`src/rtl/matrix_mac_engine.sv`:
```
// matrix_mac_engine: sequential signed matrix multiplier C = A x B built around a
// single time-shared multiply-accumulate unit. A and B are written through the
// load port while idle; start runs ROWS_A*COLS_B*COLS_A MAC cycles, each finished
// dot product is saturated to W_OUT bits into C, and C is read through a
// registered port.
module matrix_mac_engine #(
  parameter int W_IN   = 8,
  parameter int W_OUT  = 17,
  parameter int ROWS_A = 2,
  parameter int COLS_A = 2,
  parameter int COLS_B = 2,
  localparam int R_MAX = (ROWS_A > COLS_A) ? ROWS_A : COLS_A,
  localparam int C_MAX = (COLS_A > COLS_B) ? COLS_A : COLS_B,
  localparam int RW    = ($clog2(R_MAX) < 1) ? 1 : $clog2(R_MAX),
  localparam int CW    = ($clog2(C_MAX) < 1) ? 1 : $clog2(C_MAX),
  localparam int RRW   = ($clog2(ROWS_A) < 1) ? 1 : $clog2(ROWS_A),
  localparam int RCW   = ($clog2(COLS_B) < 1) ? 1 : $clog2(COLS_B)
) (
  input  logic                    clk,
  input  logic                    reset,
  input  logic                    load_valid,
  input  logic                    load_sel,
  input  logic [RW-1:0]           load_row,
  input  logic [CW-1:0]           load_col,
  input  logic signed [W_IN-1:0]  load_data,
  input  logic                    start,
  output logic                    busy,
  output logic                    done,
  output logic                    sat_flag,
  input  logic [RRW-1:0]          rd_row,
  input  logic [RCW-1:0]          rd_col,
  output logic signed [W_OUT-1:0] rd_data
);

  // Accumulator is wide enough to hold any COLS_A-term dot product exactly.
  localparam int W_ACC = 2 * W_IN + $clog2(COLS_A) + 1;
  localparam int KW    = ($clog2(COLS_A) < 1) ? 1 : $clog2(COLS_A);

  localparam logic [1:0] ST_IDLE    = 2'd0;
  localparam logic [1:0] ST_COMPUTE = 2'd1;
  localparam logic [1:0] ST_DONE    = 2'd2;

  logic [1:0]              state_r;
  logic signed [W_IN-1:0]  a_r [ROWS_A][COLS_A];
  logic signed [W_IN-1:0]  b_r [COLS_A][COLS_B];
  logic signed [W_OUT-1:0] c_r [ROWS_A][COLS_B];
  logic signed [W_ACC-1:0] acc_r;
  logic [RRW-1:0]          i_r;
  logic [RCW-1:0]          j_r;
  logic [KW-1:0]           k_r;
  logic                    busy_r;
  logic                    done_r;
  logic                    sat_r;
  logic signed [W_OUT-1:0] rd_data_r;

  logic signed [W_IN-1:0]  a_sel_s;
  logic signed [W_IN-1:0]  b_sel_s;
  logic signed [W_ACC-1:0] a_ext_s;
  logic signed [W_ACC-1:0] b_ext_s;
  logic signed [W_ACC-1:0] prod_s;
  logic signed [W_ACC-1:0] sum_s;
  logic signed [W_OUT-1:0] c_val_s;
  logic                    c_clip_s;
  logic                    last_k_s;
  logic                    last_j_s;
  logic                    last_i_s;
  logic                    load_in_range_s;
  logic                    load_ok_s;

  // True when the exact value lies outside the signed W_OUT range.
  function automatic logic sat_hit(input logic signed [W_ACC-1:0] v);
    longint vv;
    longint hi;
    longint lo;
    vv = longint'(v);
    hi = (64'sd1 <<< (W_OUT - 1)) - 64'sd1;
    lo = -(64'sd1 <<< (W_OUT - 1));
    return (vv > hi) || (vv < lo);
  endfunction

  // Clips the exact value into the signed W_OUT range.
  function automatic logic signed [W_OUT-1:0] sat_clip(input logic signed [W_ACC-1:0] v);
    longint vv;
    longint hi;
    longint lo;
    vv = longint'(v);
    hi = (64'sd1 <<< (W_OUT - 1)) - 64'sd1;
    lo = -(64'sd1 <<< (W_OUT - 1));
    if (vv > hi) begin
      return W_OUT'(hi);
    end else if (vv < lo) begin
      return W_OUT'(lo);
    end else begin
      return W_OUT'(vv);
    end
  endfunction

  // Operand fetch, MAC datapath and loop-end detection for the current i/j/k.
  always_comb begin
    a_sel_s = '0;
    b_sel_s = '0;
    for (int r = 0; r < ROWS_A; r++) begin
      for (int c = 0; c < COLS_A; c++) begin
        a_sel_s = ((int'(i_r) == r) && (int'(k_r) == c)) ? a_r[r][c] : a_sel_s;
      end
    end
    for (int r = 0; r < COLS_A; r++) begin
      for (int c = 0; c < COLS_B; c++) begin
        b_sel_s = ((int'(k_r) == r) && (int'(j_r) == c)) ? b_r[r][c] : b_sel_s;
      end
    end
    a_ext_s  = W_ACC'(a_sel_s);
    b_ext_s  = W_ACC'(b_sel_s);
    prod_s   = a_ext_s * b_ext_s;
    sum_s    = acc_r + prod_s;
    c_val_s  = sat_clip(sum_s);
    c_clip_s = sat_hit(sum_s);
    last_k_s = (int'(k_r) == COLS_A - 1);
    last_j_s = (int'(j_r) == COLS_B - 1);
    last_i_s = (int'(i_r) == ROWS_A - 1);
  end

  // Load qualification: idle only, and the index must fall inside the chosen matrix.
  always_comb begin
    load_in_range_s = 1'b0;
    if (load_sel == 1'b0) begin
      load_in_range_s = (int'(load_row) < ROWS_A) && (int'(load_col) < COLS_A);
    end else begin
      load_in_range_s = (int'(load_row) < COLS_A) && (int'(load_col) < COLS_B);
    end
    load_ok_s = load_valid && (state_r == ST_IDLE) && load_in_range_s;
  end

  // Control FSM: loop counters, accumulator, handshake and sticky saturation flag.
  always_ff @(posedge clk) begin
    if (reset) begin
      state_r <= ST_IDLE;
      busy_r  <= 1'b0;
      done_r  <= 1'b0;
      sat_r   <= 1'b0;
      acc_r   <= '0;
      i_r     <= '0;
      j_r     <= '0;
      k_r     <= '0;
    end else begin
      case (state_r)
        ST_IDLE: begin
          done_r <= 1'b0;
          if (start) begin
            state_r <= ST_COMPUTE;
            busy_r  <= 1'b1;
            sat_r   <= 1'b0;
            acc_r   <= '0;
            i_r     <= '0;
            j_r     <= '0;
            k_r     <= '0;
          end
        end
        ST_COMPUTE: begin
          if (last_k_s) begin
            acc_r <= '0;
            k_r   <= '0;
            if (c_clip_s) begin
              sat_r <= 1'b1;
            end
            if (last_j_s) begin
              j_r <= '0;
              if (last_i_s) begin
                i_r     <= '0;
                state_r <= ST_DONE;
                busy_r  <= 1'b0;
                done_r  <= 1'b1;
              end else begin
                i_r <= i_r + 1'b1;
              end
            end else begin
              j_r <= j_r + 1'b1;
            end
          end else begin
            acc_r <= sum_s;
            k_r   <= k_r + 1'b1;
          end
        end
        ST_DONE: begin
          state_r <= ST_IDLE;
          done_r  <= 1'b0;
        end
        default: begin
          state_r <= ST_IDLE;
          busy_r  <= 1'b0;
          done_r  <= 1'b0;
        end
      endcase
    end
  end

  // A and B storage, written only by qualified loads.
  always_ff @(posedge clk) begin
    if (reset) begin
      for (int r = 0; r < ROWS_A; r++) begin
        for (int c = 0; c < COLS_A; c++) begin
          a_r[r][c] <= '0;
        end
      end
      for (int r = 0; r < COLS_A; r++) begin
        for (int c = 0; c < COLS_B; c++) begin
          b_r[r][c] <= '0;
        end
      end
    end else if (load_ok_s) begin
      for (int r = 0; r < ROWS_A; r++) begin
        for (int c = 0; c < COLS_A; c++) begin
          if (!load_sel && (int'(load_row) == r) && (int'(load_col) == c)) begin
            a_r[r][c] <= load_data;
          end
        end
      end
      for (int r = 0; r < COLS_A; r++) begin
        for (int c = 0; c < COLS_B; c++) begin
          if (load_sel && (int'(load_row) == r) && (int'(load_col) == c)) begin
            b_r[r][c] <= load_data;
          end
        end
      end
    end
  end

  // C storage: the saturated dot product lands on the last k step of each element.
  always_ff @(posedge clk) begin
    if (reset) begin
      for (int r = 0; r < ROWS_A; r++) begin
        for (int c = 0; c < COLS_B; c++) begin
          c_r[r][c] <= '0;
        end
      end
    end else if ((state_r == ST_COMPUTE) && last_k_s) begin
      for (int r = 0; r < ROWS_A; r++) begin
        for (int c = 0; c < COLS_B; c++) begin
          if ((int'(i_r) == r) && (int'(j_r) == c)) begin
            c_r[r][c] <= c_val_s;
          end
        end
      end
    end
  end

  // Registered readout of C; out-of-range indices return zero.
  always_ff @(posedge clk) begin
    if (reset) begin
      rd_data_r <= '0;
    end else begin
      rd_data_r <= '0;
      for (int r = 0; r < ROWS_A; r++) begin
        for (int c = 0; c < COLS_B; c++) begin
          if ((int'(rd_row) == r) && (int'(rd_col) == c)) begin
            rd_data_r <= c_r[r][c];
          end
        end
      end
    end
  end

  assign busy     = busy_r;
  assign done     = done_r;
  assign sat_flag = sat_r;
  assign rd_data  = rd_data_r;

endmodule

```
`config.mk`:
```
export PLATFORM = sky130hd
export DESIGN_NAME = matrix_mac_engine
export DESIGN_NICKNAME = d
export VERILOG_FILES = /design/src/rtl/matrix_mac_engine.sv
export SDC_FILE = /design/constraint.sdc
export NUM_CORES = 1
export LEC_CHECK = 0
export BUFFER_PORTS_ARGS = -buffer_cell sky130_fd_sc_hd__buf_2
export CAP_MARGIN = 20
export CORE_MARGIN = 5
export CORE_UTILIZATION = 29
export DETAILED_ROUTE_END_ITERATION = 12
export RECOVER_POWER = 100
export SYNTH_ARGS = -nofsm -noshare
export SYNTH_HDL_FRONTEND = slang
export SYNTH_SLANG_ARGS = --single-unit
```
`constraint.sdc`:
```
create_clock -name clk -period 9.1 [get_ports clk]
set_input_delay 0.91 -clock clk [delete_from_list [all_inputs] [get_ports clk]]
set_output_delay 0.91 -clock clk [all_outputs]
set_load 0.02 [all_outputs]
```
==> metrics.md <==
| Metric | Value |
|---|---|
| Status | complete, but fails checks |
| Failing checks | capacitance limit, slew limit |
| FF+latch count, synth | 175 |
| Switching Power | about 1.6 mW |
| RSZ-0062 raised after global routing | no |
| CP dominant cell by count | fa_1 |
| Die area | 40,100 µm² |
| GP Congestion | 0.878 |
| HP Start | busy |
| Slew @ Worst Pin | 1.75 ns |
| P_leak | ~4.7 nW |
| Setup WS pre-CTS | between 1.5 and 2 ns |
| CTS tree | yes |
| CTS buffer count | 17 |
| Via count | about 6,600 |
| Leading cell type in the layout, fill and taps excluded | edfxtp_1 |
| Crit path max-delay cell type | and2_0 |
| Initial Util | 0.294 |
| Crit path from | k_r |
| Fmax | roughly 130 MHz |
| Critical Path Fanout Max | 19 |
| Number of flops mapped to enable cells by yosys | around 130 |
| MaxCap Viol Count | 2 |
| GRT Residual Overflow | 0 |
| Drt pass-1 iters | 5 |
| Most frequent cells in the layout | edfxtp_1, inv_1, fa_1 |
| Reg2reg end | c_r[0][15] |
| Switching share of power | 0.459 |
| Syn Nets | between 900 and 1,000 |
| Chip width | 200 µm |
| Sequential share of power | 0.269 |
| Total Power | about 3.5 mW |
| Syn avg cell area | around 12 µm² |
| Remaining DRCs | 0 |
| Layout cells sized above 1 | 0.101 |
| Buffers on Ports | 36 |
| Post-route ant nets | 0 |
| Crit path max-delay family | adder cells |
| Worst setup path end | c_r[0][15] |
| Root Buffer | clkbuf_16 |
| Reg2reg path depth | 19 |
| Ant. Diodes | 0 |
| Fraction of registers with async set/reset | 0 |
| Seq/Total Area, Yosys | 0.460 |
| Setup slack, reg-to-reg | 1.23 ns |
| WS Path Type | reg -> reg |
| P_int | 1.90 mW |
| PwrDens | 301 nW/µm² |
| Post-CTS Setup Inserts | 0 |
| Synthesis-to-finish area growth | 11.5% |
| Critical path startpoint category | register |
| Initial antenna violation count | 0 |
| Clk pwr share | 0.203 |
| CTS resizes | 0 |
| Worst-path clk slew | about 0.07 ns |
| 1st-iter DRT viols | roughly 480 |
| Combinational share of power | 0.528 |
| TritonCTS Sinks | about 180 |
| CP arrival | ~8.0 ns |
| Critical R2R Launch | k_r |
| Post-Syn Instances | 854 |
| Critical Path Sink Type | register |
| Critical Path Stages | 19 |
| Average wire per standard cell | about 17 µm |
| First-pass GRT wire length | 38,400 µm |
| Fin. max-slew vios | 38 |
| Relative slew margins | -0.178 |
| H-tree depth | 4 |
| Count of final hold-check violations | 0 |
| Dpl hpwl | ~17,000 µm |
| Design Area, Final | roughly 12,000 µm² |
| Setup TNS | 0 ns |
| CP peak stage delay | between 0.7 and 0.8 ns |
| Predominant post-synthesis flop cell | edfxtp_1 |
| Via density | slightly below 5 |
| Period minus WS final | ~7.9 ns |
| DP Area | approximately 11,000 µm² |
| # setup viols final | 0 |
| Vias in the first global route | roughly 6,800 |
| Fin crit share | 0.865 |
| Crit path cell chain | buf_4 -> mux4_2 -> and2_0 -> inv_1 -> fa_1 -> inv_1 -> fa_1 -> fa_1 -> fa_1 -> inv_1 -> fa_1 -> inv_1 -> ha_1 -> o21ai_0 -> o21ai_0 -> nand4_1 -> and4_1 -> o311ai_0 -> a21oi_1 |
| Area of the core | 35,700 µm² |
| Die span in y | 200 µm |
| Hold buffers post-CTS | 0 |
| Final setup margin | 1.23 ns |
| Fin util | 0.328 |
| Required time of the worst setup path | 9.23 ns |
| Gr usage total | 0.120 |
| Largest net degree at the start of global routing | a little under 50 |
| Warnings from Yosys | 0 |
| Routed wire length | ~24,000 µm |
| Layout net count | 1,029 |
| Worst vdd ir | approximately 0.00034 V |
| Netlist Area Pre-Place | 10,500 µm² |
| Hold WC Path Type | reg -> reg |
| Skew-Pair Late Insertion Delay | roughly 0.43 ns |
| Fillers | 3,542 |
| Clock Skews | about 0.011 ns |
| Clk buf depth | 2 |
| # IOs | 37 |
| Netlist cell types | 51 |
| Buf/Inv on CP | 5 |
| FP Rows | 69 |
-- kinds of logic after synthesis --
kind of cell	count (synthesis)	synth area share
multiplexers	34	0.0707
AO/OA/AOI/OAI	147	0.0889
flip-flops	175	0.460
XOR/XNOR	10	0.0110
adder cells (fa/ha/maj)	122	0.203
buffers and inverters	136	0.0522
AND/OR/NAND/NOR	230	0.115
-- metal layers --
layer,global-route usage,share of wire,up-vias
li1,-,-,3051
met1,0.165,0.45,3289
met2,0.191,0.47,184
met3,0.0252,0.051,29
met4,0.0406,0.027,0
met5,0,0,-
-- worst min-delay path by stage --
stage | end | slack, ns | depth (start not counted)
6_report | busy | 0.46 | 2
5_1_grt | busy | 0.50 | 2
4_1_cts | busy | 0.47 | 2
3_5_place_dp | busy | 0.46 | 2
3_3_place_gp | busy | 0.44 | 2
2_1_floorplan | acc_r[17] | 0.45 | 2
-- worst reg2reg max path, cell delays in order (launching register included) --
cell      delay [ns]
dfxtp_1         0.66
buf_4           0.39
mux4_2          0.36
and2_0          0.78
inv_1           0.14
fa_1            0.52
inv_1           0.05
fa_1            0.52
fa_1            0.44
fa_1            0.54
inv_1           0.05
fa_1            0.52
inv_1           0.04
ha_1            0.31
o21ai_0         0.14
o21ai_0         0.44
nand4_1         0.23
and4_1          0.51
o311ai_0        0.75
a21oi_1         0.18
-- synth_stat cells (13+ instances only) --
library cell  instances  share of area
inv_1               101          0.036
mux4_2               32          0.069
and2_1               99          0.059
ha_1                 42          0.050
o31ai_1              13         0.0093
fa_1                 80           0.15
a22oi_1              15          0.011
nand2_1              44          0.016
a21oi_1              63          0.030
clkbuf_1             23         0.0082
edfxtp_1            132           0.38
nor2_1               44          0.016
dfxtp_1              43          0.082
o21ai_0              19         0.0091
-- state kept, by name, summed over array words and instances (netlist names) --
signal	flops
j_r	1
done	1
a_r	32
state_r	2
b_r	32
i_r	1
sat_flag	1
k_r	1
acc_r	18
busy	1
rd_data	17
c_r	68
-- area by class of cell --
cell class              count  area, µm²  share of cell area
well taps                 461        577              0.0493
repair buffers             52        233              0.0199
clock inverters            13        133              0.0113
clock buffers              19        433              0.0370
multi-input cells         543       5120               0.438
flip-flops and latches    175       4820               0.412
inverters                 101        379              0.0324
-- metrics by stage --
stage | std cells | hold WS (ns)
finish | 1364 | 0.462
global route | 1364 | 0.503
CTS | 1364 | 0.470
detailed placement | 1332 | 0.457
global placement | 1331 | 0.444
floorplan | 854 | 0.449
-- power by group through the flow --
| stage | Sequential (mW) | Combinational, mW | Clock [mW] |
|---|---|---|---|
| final | 0.948 | 1.86 | 0.713 |
| after global routing | 0.955 | 2.06 | 0.764 |
| after CTS | 0.948 | 1.84 | 0.726 |
| after detailed placement | 0.966 | 1.82 | 0 |
| after global placement | 0.964 | 1.80 | 0 |
| after floorplan | 0.961 | 1.42 | 0 |
Power figures use the tool's default switching activity.
